[src/rtl/imem_loader.sv]
// Boot loader: takes a length-prefixed little-endian byte stream, writes it into instruction
// memory, fills the remaining words with NOP and keeps the core in reset until the image is complete.
module imem_loader #(
  parameter int          DEPTH    = 256,
  parameter int          ADDR_W   = 8,
  parameter logic [31:0] NOP_WORD = 32'h0000_0013
) (
  input  logic              clock,
  input  logic              reset,
  input  logic              start,
  input  logic              in_valid,
  input  logic [7:0]        in_data,
  output logic              in_ready,
  output logic              imem_we,
  output logic [ADDR_W-1:0] imem_addr,
  output logic [31:0]       imem_wdata,
  output logic              cpu_reset,
  output logic              busy,
  output logic              done,
  output logic              error
);

  // state | meaning
  // IDLE  | after reset, core held in reset
  // LEN0  | waiting for word count low byte
  // LEN1  | waiting for word count high byte
  // DATA  | assembling and writing image words
  // FILL  | writing NOP to addresses N..DEPTH-1
  // DONE  | image loaded, core released
  // ERR   | header length exceeded DEPTH
  typedef enum logic [2:0] {
    S_IDLE, S_LEN0, S_LEN1, S_DATA, S_FILL, S_DONE, S_ERR
  } state_t;

  localparam logic [15:0]   DEPTH_LEN = 16'(DEPTH);
  localparam logic [ADDR_W:0] DEPTH_A = (ADDR_W + 1)'(DEPTH);

  state_t            state, state_nx;
  logic [15:0]       len, len_nx;
  logic [ADDR_W:0]   word_cnt, word_cnt_nx;
  logic [ADDR_W:0]   fill_addr, fill_addr_nx;
  logic [1:0]        byte_idx, byte_idx_nx;
  logic [23:0]       asm_q, asm_nx;
  logic              we_nx;
  logic [ADDR_W-1:0] addr_nx;
  logic [31:0]       wdata_nx;
  logic              xfer;
  logic [15:0]       len_hdr;

  assign xfer    = in_valid && in_ready;
  assign len_hdr = {in_data, len[7:0]};

  always_ff @(posedge clock or negedge reset) begin
    if (!reset) begin
      state      <= S_IDLE;
      len        <= '0;
      word_cnt   <= '0;
      fill_addr  <= '0;
      byte_idx   <= '0;
      asm_q      <= '0;
      in_ready   <= 1'b0;
      imem_we    <= 1'b0;
      imem_addr  <= '0;
      imem_wdata <= '0;
      cpu_reset  <= 1'b1;
      busy       <= 1'b0;
      done       <= 1'b0;
      error      <= 1'b0;
    end else begin
      state      <= state_nx;
      len        <= len_nx;
      word_cnt   <= word_cnt_nx;
      fill_addr  <= fill_addr_nx;
      byte_idx   <= byte_idx_nx;
      asm_q      <= asm_nx;
      imem_we    <= we_nx;
      imem_addr  <= addr_nx;
      imem_wdata <= wdata_nx;
      // Status outputs are registered copies of the state being entered.
      in_ready   <= (state_nx == S_LEN0) || (state_nx == S_LEN1) || (state_nx == S_DATA);
      cpu_reset  <= (state_nx != S_DONE);
      busy       <= (state_nx == S_LEN0) || (state_nx == S_LEN1) ||
                    (state_nx == S_DATA) || (state_nx == S_FILL);
      done       <= (state_nx == S_DONE);
      error      <= (state_nx == S_ERR);
    end
  end

  always_comb begin
    state_nx     = state;
    len_nx       = len;
    word_cnt_nx  = word_cnt;
    fill_addr_nx = fill_addr;
    byte_idx_nx  = byte_idx;
    asm_nx       = asm_q;
    we_nx        = 1'b0;
    addr_nx      = imem_addr;
    wdata_nx     = imem_wdata;

    case (state)
      S_IDLE, S_DONE, S_ERR: begin
        if (start) state_nx = S_LEN0;
      end
      S_LEN0: begin
        if (xfer) begin
          len_nx   = {len[15:8], in_data};
          state_nx = S_LEN1;
        end
      end
      S_LEN1: begin
        if (xfer) begin
          len_nx = len_hdr;
          if (len_hdr > DEPTH_LEN) begin
            state_nx = S_ERR;
          end else if (len_hdr == 16'd0) begin
            fill_addr_nx = '0;
            state_nx     = S_FILL;
          end else begin
            word_cnt_nx = '0;
            byte_idx_nx = 2'd0;
            state_nx    = S_DATA;
          end
        end
      end
      S_DATA: begin
        if (xfer) begin
          byte_idx_nx = byte_idx + 2'd1;
          case (byte_idx)
            2'd0: asm_nx[7:0]   = in_data;
            2'd1: asm_nx[15:8]  = in_data;
            2'd2: asm_nx[23:16] = in_data;
            default: begin
              we_nx       = 1'b1;
              addr_nx     = word_cnt[ADDR_W-1:0];
              wdata_nx    = {in_data, asm_q};
              word_cnt_nx = word_cnt + 1'b1;
              if (16'(word_cnt) + 16'd1 == len) begin
                fill_addr_nx = len[ADDR_W:0];
                state_nx     = S_FILL;
              end
            end
          endcase
        end
      end
      S_FILL: begin
        // fill_addr reaching DEPTH also covers a full image (N == DEPTH) with no NOP writes.
        if (fill_addr == DEPTH_A) begin
          state_nx = S_DONE;
        end else begin
          we_nx        = 1'b1;
          addr_nx      = fill_addr[ADDR_W-1:0];
          wdata_nx     = NOP_WORD;
          fill_addr_nx = fill_addr + 1'b1;
        end
      end
      default: state_nx = S_IDLE;
    endcase
  end

endmodule

[config.mk]
export PLATFORM = sky130hd
export DESIGN_NAME = imem_loader
export DESIGN_NICKNAME = d
export VERILOG_FILES = /design/src/rtl/imem_loader.sv
export SDC_FILE = /design/constraint.sdc
export NUM_CORES = 1
export LEC_CHECK = 0
export CAP_MARGIN = 20
export CORE_MARGIN = 3
export CORE_UTILIZATION = 60
export CTS_CLUSTER_DIAMETER = 100
export DETAILED_ROUTE_END_ITERATION = 10
export DONT_BUFFER_PORTS = 1
export PLACE_DENSITY = 0.74
export SETUP_SLACK_MARGIN = 0.05
export SYNTH_ARGS = -nofsm -noshare
export SYNTH_HDL_FRONTEND = slang
export SYNTH_SLANG_ARGS = --single-unit
[constraint.sdc]
create_clock -name clock -period 3.05 [get_ports clock]
set_input_delay 0.4575 -clock clock [delete_from_list [all_inputs] [get_ports clock]]
set_output_delay 0.4575 -clock clock [all_outputs]
set_load 0.03 [all_outputs]
== Yosys cells after proc, flatten, opt, wreduce, memory -nomap -nowiden ==
Index checks and enable logic that the tools add are counted.
Cells by class
  add/sub/neg operators: 4
  $lt $le $gt $ge: 1
  eq/ne operators: 25
  muxes and demuxes: 44
  bitwise gates (word level): 2
  reductions and logical operators: 21
Operator list (count)
  $mux 9: 12
  $mux 32: 3
  $pmux 32 s2: 1
  $mux 8: 4
  $pmux 16 s2: 1
  $mux 3: 9
  $pmux 9 s3: 1
  $add 9x1->9 const B: 2
  $eq 3x3->1 const B: 6
  $pmux 9 s2: 1
  $eq 10x16->1: 1
  $gt 16x9->1 const B: 1
  $logic_not 16->1: 1
  $mux 16: 1
  $ne 2x2->1 const B: 8
  $pmux 8 s2: 1
  $pmux 3 s5: 1
  $reduce_and 3->1: 5
  $eq 3x2->1 const B: 4
  $add 9x1->10 const B: 1
  $eq 9x9->1 const B: 1
  $mux 2: 4
  $reduce_and 8->1: 1
  $eq 3x1->1 const B: 2
  other kinds (18): 25
Word-level totals
  register bits: 109
  input port bits: 12
  output and inout port bits: 46
  word-level logic and storage cells: 114

== Logic depth before layout (Yosys ltp) ==
Gate-level depths: netlist of run 1.
  word-level depth: 10
  mapped depth: 9
  gate-level depth less buffers: 8

== Worst setup path before layout of run 1 ==
OpenSTA, ideal clock, no wires.
  kind: register -> register
  from: reg word_cnt[0]
  to: reg fill_addr[2]
  library setup time: 0.080 ns
  arrival: 2.402 ns
  required time: 2.970 ns
  path slack: 0.568 ns
  cell stages (with the launch flop): 9
  buffers on the path: 0
  period minus slack after synthesis: 2.482 ns
  cell sequence: dfrtp_1 ha_1 nand3_2 or4_4 o211ai_2 and3_4 a31oi_4 or4_4 o211ai_2
On the way
  word-level cells in the longest chain between the ends: 4
Ends and longest elaborated chain
  from (decl): RTL line 40  | logic [ADDR_W:0] word_cnt, word_cnt_nx;
  from (signal assigned): RTL line 72  | word_cnt <= word_cnt_nx;
  $add 9x1->10: RTL line 137  | if (16'(word_cnt) + 16'd1 == len) begin
  $eq 10x16->1: RTL line 137
  $ne 2x2->1 (no source line)
  $reduce_and 8->1 (no source line)
  to (signal assigned): RTL line 73  | fill_addr <= fill_addr_nx;
  to (decl): RTL line 41  | logic [ADDR_W:0] fill_addr, fill_addr_nx;
No other way between the ends.
A chain may end at the register's enable or synchronous reset.

== Worst setup path after layout of run 1 ==
  from: reg state[2]
  to: reg fill_addr[2]
On the way
  word-level cells in the longest chain between the ends: 3
  elaborated cells between the ends (all ways): 13
  those cells by class: eq/ne: 10; mux: 1; reduce/logical: 2
Ends and longest elaborated chain
  from (decl): RTL line 38  | state_t state, state_nx;
  from (signal assigned): RTL line 70  | state <= state_nx;
  $eq 3x2->1 / $eq 3x3->1 (equally long branches): RTL line 100  | case (state)
  $ne 2x2->1 (no source line) / $reduce_bool 3->1 (equally long branches)
  $reduce_and 8->1 (no source line)
Several ways; a longest one is shown, not always the timed one.

==> reports/results.tsv, run 1 <==
metric	value	unit
R2R cell count	7	
Crit. path cell count	7	
clock sinks	109	
CP cell instances	or3b_1, or2_0, a211o_1, o211ai_1, nand2b_2, or4_4, o211ai_2	
Final Critical Period	2.78	ns
Syn Inst Count	459	
core area	0.00826	sq mm
Global Route Usage Sum	25.4	%
outcome	finished, violations left	
Syn Nets	478	
Syn Std Cell Area	0.00512	sq mm
TNS Setup	0	ns
DP Area	0.00520	sq mm
routed via count	3588	
CTS tree	built	
Residual DRC	0	
Layout area overhead	5.77	%
WHS	-0.00478	ns
post-cts resize count	0	
routed wire length	11.8	mm
fin crit share	91.0	%
initial core utilization	62.0	%
number of flops mapped to enable cells by yosys	0	
delay-heaviest family, CP	simple AND/OR/NAND/NOR gates	
Final GP Congestion	0.876	
final setup fails	0	
most common cell after layout, fill and taps aside	dfrtp_1	
share of cells above drive strength 1	17.4	%
Setup crit end kind	flop	
1st-iter DRT viols	264	
Wirelength per Cell	20.9	microns
first-pass iteration count of the detailed router	5	
most frequent cells in the layout	dfrtp_1, nand2_1, mux2_2	
worst r2r src	state[2]$_DFF_PN0_	
pre-CTS WS	0.348	ns
CP max stage delay	0.55	ns
Top FF cell, synth	dfrtp_1	
vias in the first global route	3637	
clk_lat worst skew	0.38	ns
worst-path fanout max	12	
Async SR Flop Fraction	100	%
Post-Layout Inst Area	0.00541	sq mm
WP data arrival	3.08	ns
top-area cell type share of the netlist area	52.8	%
Critical Path RT	3.35	ns
Rows	33	
slowest CP cell	dfrtp_1	
WS Path Type	flop to flop	
dpl hpwl	8.06	mm
startpoint types	flop	
worst setup margin	0.274	ns
initial antenna violation count	0	
Synth area leader	dfrtp_1	
Slew @ Worst Pin	0.833	ns
yosys warns	0	
ranking of synthesized cells by area	dfrtp_1, mux2_2, a22o_1	
RSZ-0062 raised after global routing	no	
antenna fix cells	0	
Root Buffer	clkbuf_8	
Worst Path Buf+Inv	0	
max-cap violations	0	
Yosys reg bits	109	
H-tree Lvls	3	
Worst VDD drop	0.767	mV
Unique masters post-synth	66	
Worst R2R End	fill_addr[2]$_DFFE_PN0P_	
CP Capture Point	fill_addr[2]$_DFFE_PN0P_	
final net count	473	
pin count of the biggest net entering global routing	110	
FF-to-FF setup slack	0.27	ns
Boundary Pins	58	
sequential fraction of the synthesis area	53.3	%
DR vias/cell	6.36	
Pwr Density	986	mW/mm^2
port buffer count	0	
Routed Antenna Nets	0	
first-pass GRT wire length	19.3	mm
number of hold violations in the final report	8	
die footprint	0.00967	sq mm
Die Y	98.4	microns
post-layout util	65.5	%
f_max	0.360	GHz
GR Overflow Total	0	
syn avg cell area	11.1	sq um
total CTS buffers	9	
Die Width	98.4	microns
Hold/Removal Path Class	input port to async pin	
clk_skew	0.0165	ns
Leak	2.41	nW
Worst-path clk slew	0.11	ns
CP Launch Point	state[2]$_DFF_PN0_	
Clock Tree Buf Depth	2	
max_slew headroom	44.0	%
Max Slew Vio Count	0	
failing checks	negative hold slack	
-- worst reg2reg max path: stages, from the launching register on --
cell and delay (ns):
dfrtp_1 0.55, or3b_1 0.36, or2_0 0.54, a211o_1 0.27
o211ai_1 0.13, nand2b_2 0.27, or4_4 0.50, o211ai_2 0.08
-- area by class of cell --
class                           instances  area, sq um
Fill cell                             650         2850
Clock buffer                           10          128
Tap cell                              105          131
Clock inverter                          6         57.6
Inverter                               13         48.8
Multi-Input combinational cell        313         2230
Sequential cell                       109         2730
Timing Repair Buffer                    8         92.6
-- where the power goes --
part           total [W]  internal [W]  leakage [nW]  switching (W)
Combinational    0.00156      0.000738         0.923       0.000821
Sequential       0.00294       0.00200          1.40       0.000944
Clock           0.000836      0.000314        0.0915       0.000523
-- Yosys cell counts (9+ instances only) --
| cell type | count |
|---|---|
| inv_1 | 13 |
| clkbuf_1 | 12 |
| dfrtp_1 | 108 |
| o21ai_0 | 25 |
| nand2_1 | 56 |
| nand3_1 | 22 |
| a22o_1 | 29 |
| nor2_1 | 22 |
| and3_1 | 9 |
| mux2_2 | 32 |
-- logic make-up after synthesis --
family | count (synthesis) | synth area share, %
buffers and inverters | 37 | 3.33
multiplexers | 40 | 8.61
adder cells (fa/ha/maj) | 7 | 1.71
AO/OA/AOI/OAI | 99 | 14.6
flip-flops | 109 | 53.3
XOR/XNOR | 11 | 1.88
AND/OR/NAND/NOR | 156 | 16.5
-- state kept, by name, indices dropped and copies added, names as in the netlist, 2 cells and up --
register and count:
len 16, fill_addr 9, word_cnt 9, state 3
imem_wdata 32, byte_idx 2, asm_q 24, imem_addr 8
-- how the worst min path moves through the flow --
stage,start,to,slack [ns],cells after the start
final,reset,in_ready$_DFF_PN0_,-0.005,1
after global routing,reset,fill_addr[3]$_DFFE_PN0P_,0.04,1
after CTS,reset,imem_wdata[20]$_DFFE_PN0P_,0.03,1
after detailed placement,reset,imem_we$_DFF_PN0_,0.16,0
after global placement,reset,imem_we$_DFF_PN0_,0.16,0
after floorplan,reset,asm_q[0]$_DFFE_PN0P_,0.16,0
-- stage by stage --
step	hold slack (ns)	power [W]	std cells
finish	-0.00478	0.00534	564
global route	0.0411	0.00567	564
CTS	0.0290	0.00536	564
detailed placement	0.165	0.00449	547
global placement	0.165	0.00441	547
floorplan	0.162	0.00402	459
-- layer usage --
layer	track usage, %	wire length (microns)	vias up
met5	0	0	-
met4	7.77	221	0
met3	7.71	855	16
met2	41.3	5820	132
met1	33.0	4880	1789
li1	-	-	1651
-- timing repair --
action,in CTS,in global routing
hold buffers,1,0
endpoints found under the hold margin,109,0
setup buffers,0,0
Note: power is estimated with default switching activity, not from simulation.
==> run 2, diff against run 1 <==
--- a/config.mk
+++ b/config.mk
@@ -12,6 +12,7 @@
 export DETAILED_ROUTE_END_ITERATION = 10
 export DONT_BUFFER_PORTS = 1
 export PLACE_DENSITY = 0.74
+export RECOVER_POWER = 25
 export SETUP_SLACK_MARGIN = 0.05
 export SYNTH_ARGS = -nofsm -noshare
 export SYNTH_HDL_FRONTEND = slang
==> run 2 against run 1 <==
  * The flow finishes with violations (max-capacitance violations, max-slew violations)
  * Non-clock buffer count is the same
  * Total power is essentially flat
  * Core utilization shrank 0.27 points
  * Clock power grew 0.5%
  * Clock-buffer cell count is the same
  * Clock skew shrank 0.0022 ns
  * Via count is essentially flat
  * Flip-flop and latch count is the same
  * Sequential share of layout area grew 0.21 points
  * Critical path type unchanged
  * Critical endpoint unchanged
  * Largest power group unchanged
==> reports/results.tsv, run 2 (synthesized netlist as in run 1, its figures left out) <==
metric	value	unit	change
Wirelength per Cell	20.9	microns	+0.24%
most common cell after layout, fill and taps aside	dfrtp_1		
Final Critical Period	2.77	ns	-0.00975 ns
routed via count	3589		+0.028%
routed wl met2	5.78	mm	-0.74%
CP Launch Point	state[2]$_DFF_PN0_		
antenna fix cells	0		unchanged
CP Capture Point	fill_addr[2]$_DFFE_PN0P_		
number of hold violations in the final report	0		-8
most frequent cells in the layout	dfrtp_1, nand2_1, mux2_2		
core area	0.00826	sq mm	unchanged
clk_skew	0.0143	ns	-0.00222 ns
highest routed metal layer	met4		
Post-Layout Inst Area	0.00539	sq mm	-0.42%
worst-path fanout max	12		unchanged
Met3 Routed Length	918	microns	+7.4%
Worst-path clk slew	0.11	ns	about the same
DP Area	0.00520	sq mm	unchanged
fin cells	564		unchanged
post-cts resize count	0		unchanged
R2R cell count	7		unchanged
initial antenna violation count	0		unchanged
RSZ-0062 raised after global routing	no		
dpl hpwl	8.06	mm	unchanged
Boundary Pins	58		unchanged
max reg flops	32		unchanged
met1 WL	4.87	mm	-0.25%
TNS Setup	0	ns	unchanged
Most flops, register	imem_wdata		
Layout area overhead	5.33	%	
clk_lat worst skew	0.38	ns	about the same
1st-iter DRT viols	248		-6.1%
worst r2r src	state[2]$_DFF_PN0_		
startpoint types	flop		
first-pass GRT wire length	19.3	mm	unchanged
Root Buffer	clkbuf_8		
Die Width	98.4	microns	unchanged
WP data arrival	3.07	ns	about the same
f_max	0.362	GHz	+0.35%
DR vias/cell	6.36		about the same
Worst VDD drop	0.767	mV	about the same
port buffer count	0		unchanged
final setup fails	0		unchanged
Worst R2R End	fill_addr[2]$_DFFE_PN0P_		
first-pass iteration count of the detailed router	5		unchanged
Post-CTS Setup Inserts	0		unchanged
Max Slew Vio Count	110		+110
placed insts	547		unchanged
fin crit share	90.7	%	-0.32 points
Setup crit end kind	flop		
Die Y	98.4	microns	unchanged
clock sinks	109		unchanged
Top Registers	imem_wdata x32, asm_q x24, len x16		
max-cap violations	1		+1
Rows	33		unchanged
GR Overflow Total	0		unchanged
failing checks	max-capacitance violations, max-slew violations		
CTS tree	built		
Critical Path RT	3.36	ns	about the same
Slew @ Worst Pin	2.62	ns	+1.78 ns
Clock Tree Buf Depth	2		unchanged
max_slew headroom	-74.4	%	-120 points
total CTS buffers	9		unchanged
WS Path Type	flop to flop		
Residual DRC	0		unchanged
Final GP Congestion	0.876		unchanged
outcome	finished, violations left		
routed wire length	11.8	mm	+0.24%
hold buffer count at cts	1		unchanged
vias in the first global route	3637		unchanged
Routed Antenna Nets	0		unchanged
Global Route Usage Sum	25.4	%	unchanged
initial core utilization	62.0	%	unchanged
FF-to-FF setup slack	0.28	ns	about the same
Hold/Removal Path Class	input port to flop		
Leak	2.40	nW	-0.35%
share of cells above drive strength 1	17.4	%	unchanged
pin count of the biggest net entering global routing	110		unchanged
die footprint	0.00967	sq mm	unchanged
final net count	473		unchanged
Pwr Density	990	mW/mm^2	+0.42%
H-tree Lvls	3		unchanged
==> run 2: cell types whose count changed in the layout (fill, tap and decap cells not counted) <==
cell and change:
buf_16 -1, clkbuf_2 +1
==> run 2: worst min path at each step <==
stage | endpoint | slack [ns] | start | depth (start not counted)
floorplan | asm_q[0]$_DFFE_PN0P_ | 0.16 | reset | 0
global placement | imem_we$_DFF_PN0_ | 0.16 | reset | 0
detailed placement | imem_we$_DFF_PN0_ | 0.16 | reset | 0
CTS | imem_wdata[20]$_DFFE_PN0P_ | 0.03 | reset | 1
global route | len[2]$_DFFE_PN0P_ | 0.17 | in_data[2] | 2
finish | len[0]$_DFFE_PN0P_ | 0.19 | in_data[0] | 2
==> run 2: cell type report <==
| cell class | count | area [sq um] |
|---|---|---|
| timing repair buffer | 8 | 70.1 |
| tap | 105 | 131 |
| inverter | 13 | 48.8 |
| sequential | 109 | 2730 |
| multi-input combinational | 313 | 2230 |
| clock inverter | 6 | 57.6 |
| fill | 653 | 2870 |
| clock buffer | 10 | 128 |
==> run 2: power by group <==
part | leakage (nW) | internal [W] | switching (W)
sequential | 1.40 | 0.00200 | 0.000945
clock | 0.0915 | 0.000314 | 0.000526
combinational | 0.914 | 0.000734 | 0.000820
==> run 2: layer usage <==
layer / GRT usage [%] / vias up
met5: 0 / -
met4: 7.77 / 0
met3: 7.71 / 18
met2: 41.3 / 143
met1: 33.0 / 1777
li1: - / 1651
==> run 2: critical path, cell delays in order (launching register included) <==
cell      delay (ns)
dfrtp_1         0.56
or3b_1          0.36
or2_0           0.53
a211o_1         0.26
o211ai_1        0.12
nand2b_2        0.27
or4_4           0.50
o211ai_2        0.08
==> run 2: per-stage QoR <==
stage          util (%)  total power, W  worst slack [ns]  hold WS (ns)
2_1_floorplan         -         0.00402             0.568         0.162
3_3_place_gp       63.0         0.00441             0.441         0.165
3_5_place_dp       63.0         0.00449             0.348         0.165
4_1_cts            65.5         0.00536             0.331        0.0290
5_1_grt            65.3         0.00566             0.111         0.171
6_report           65.3         0.00534             0.284         0.192
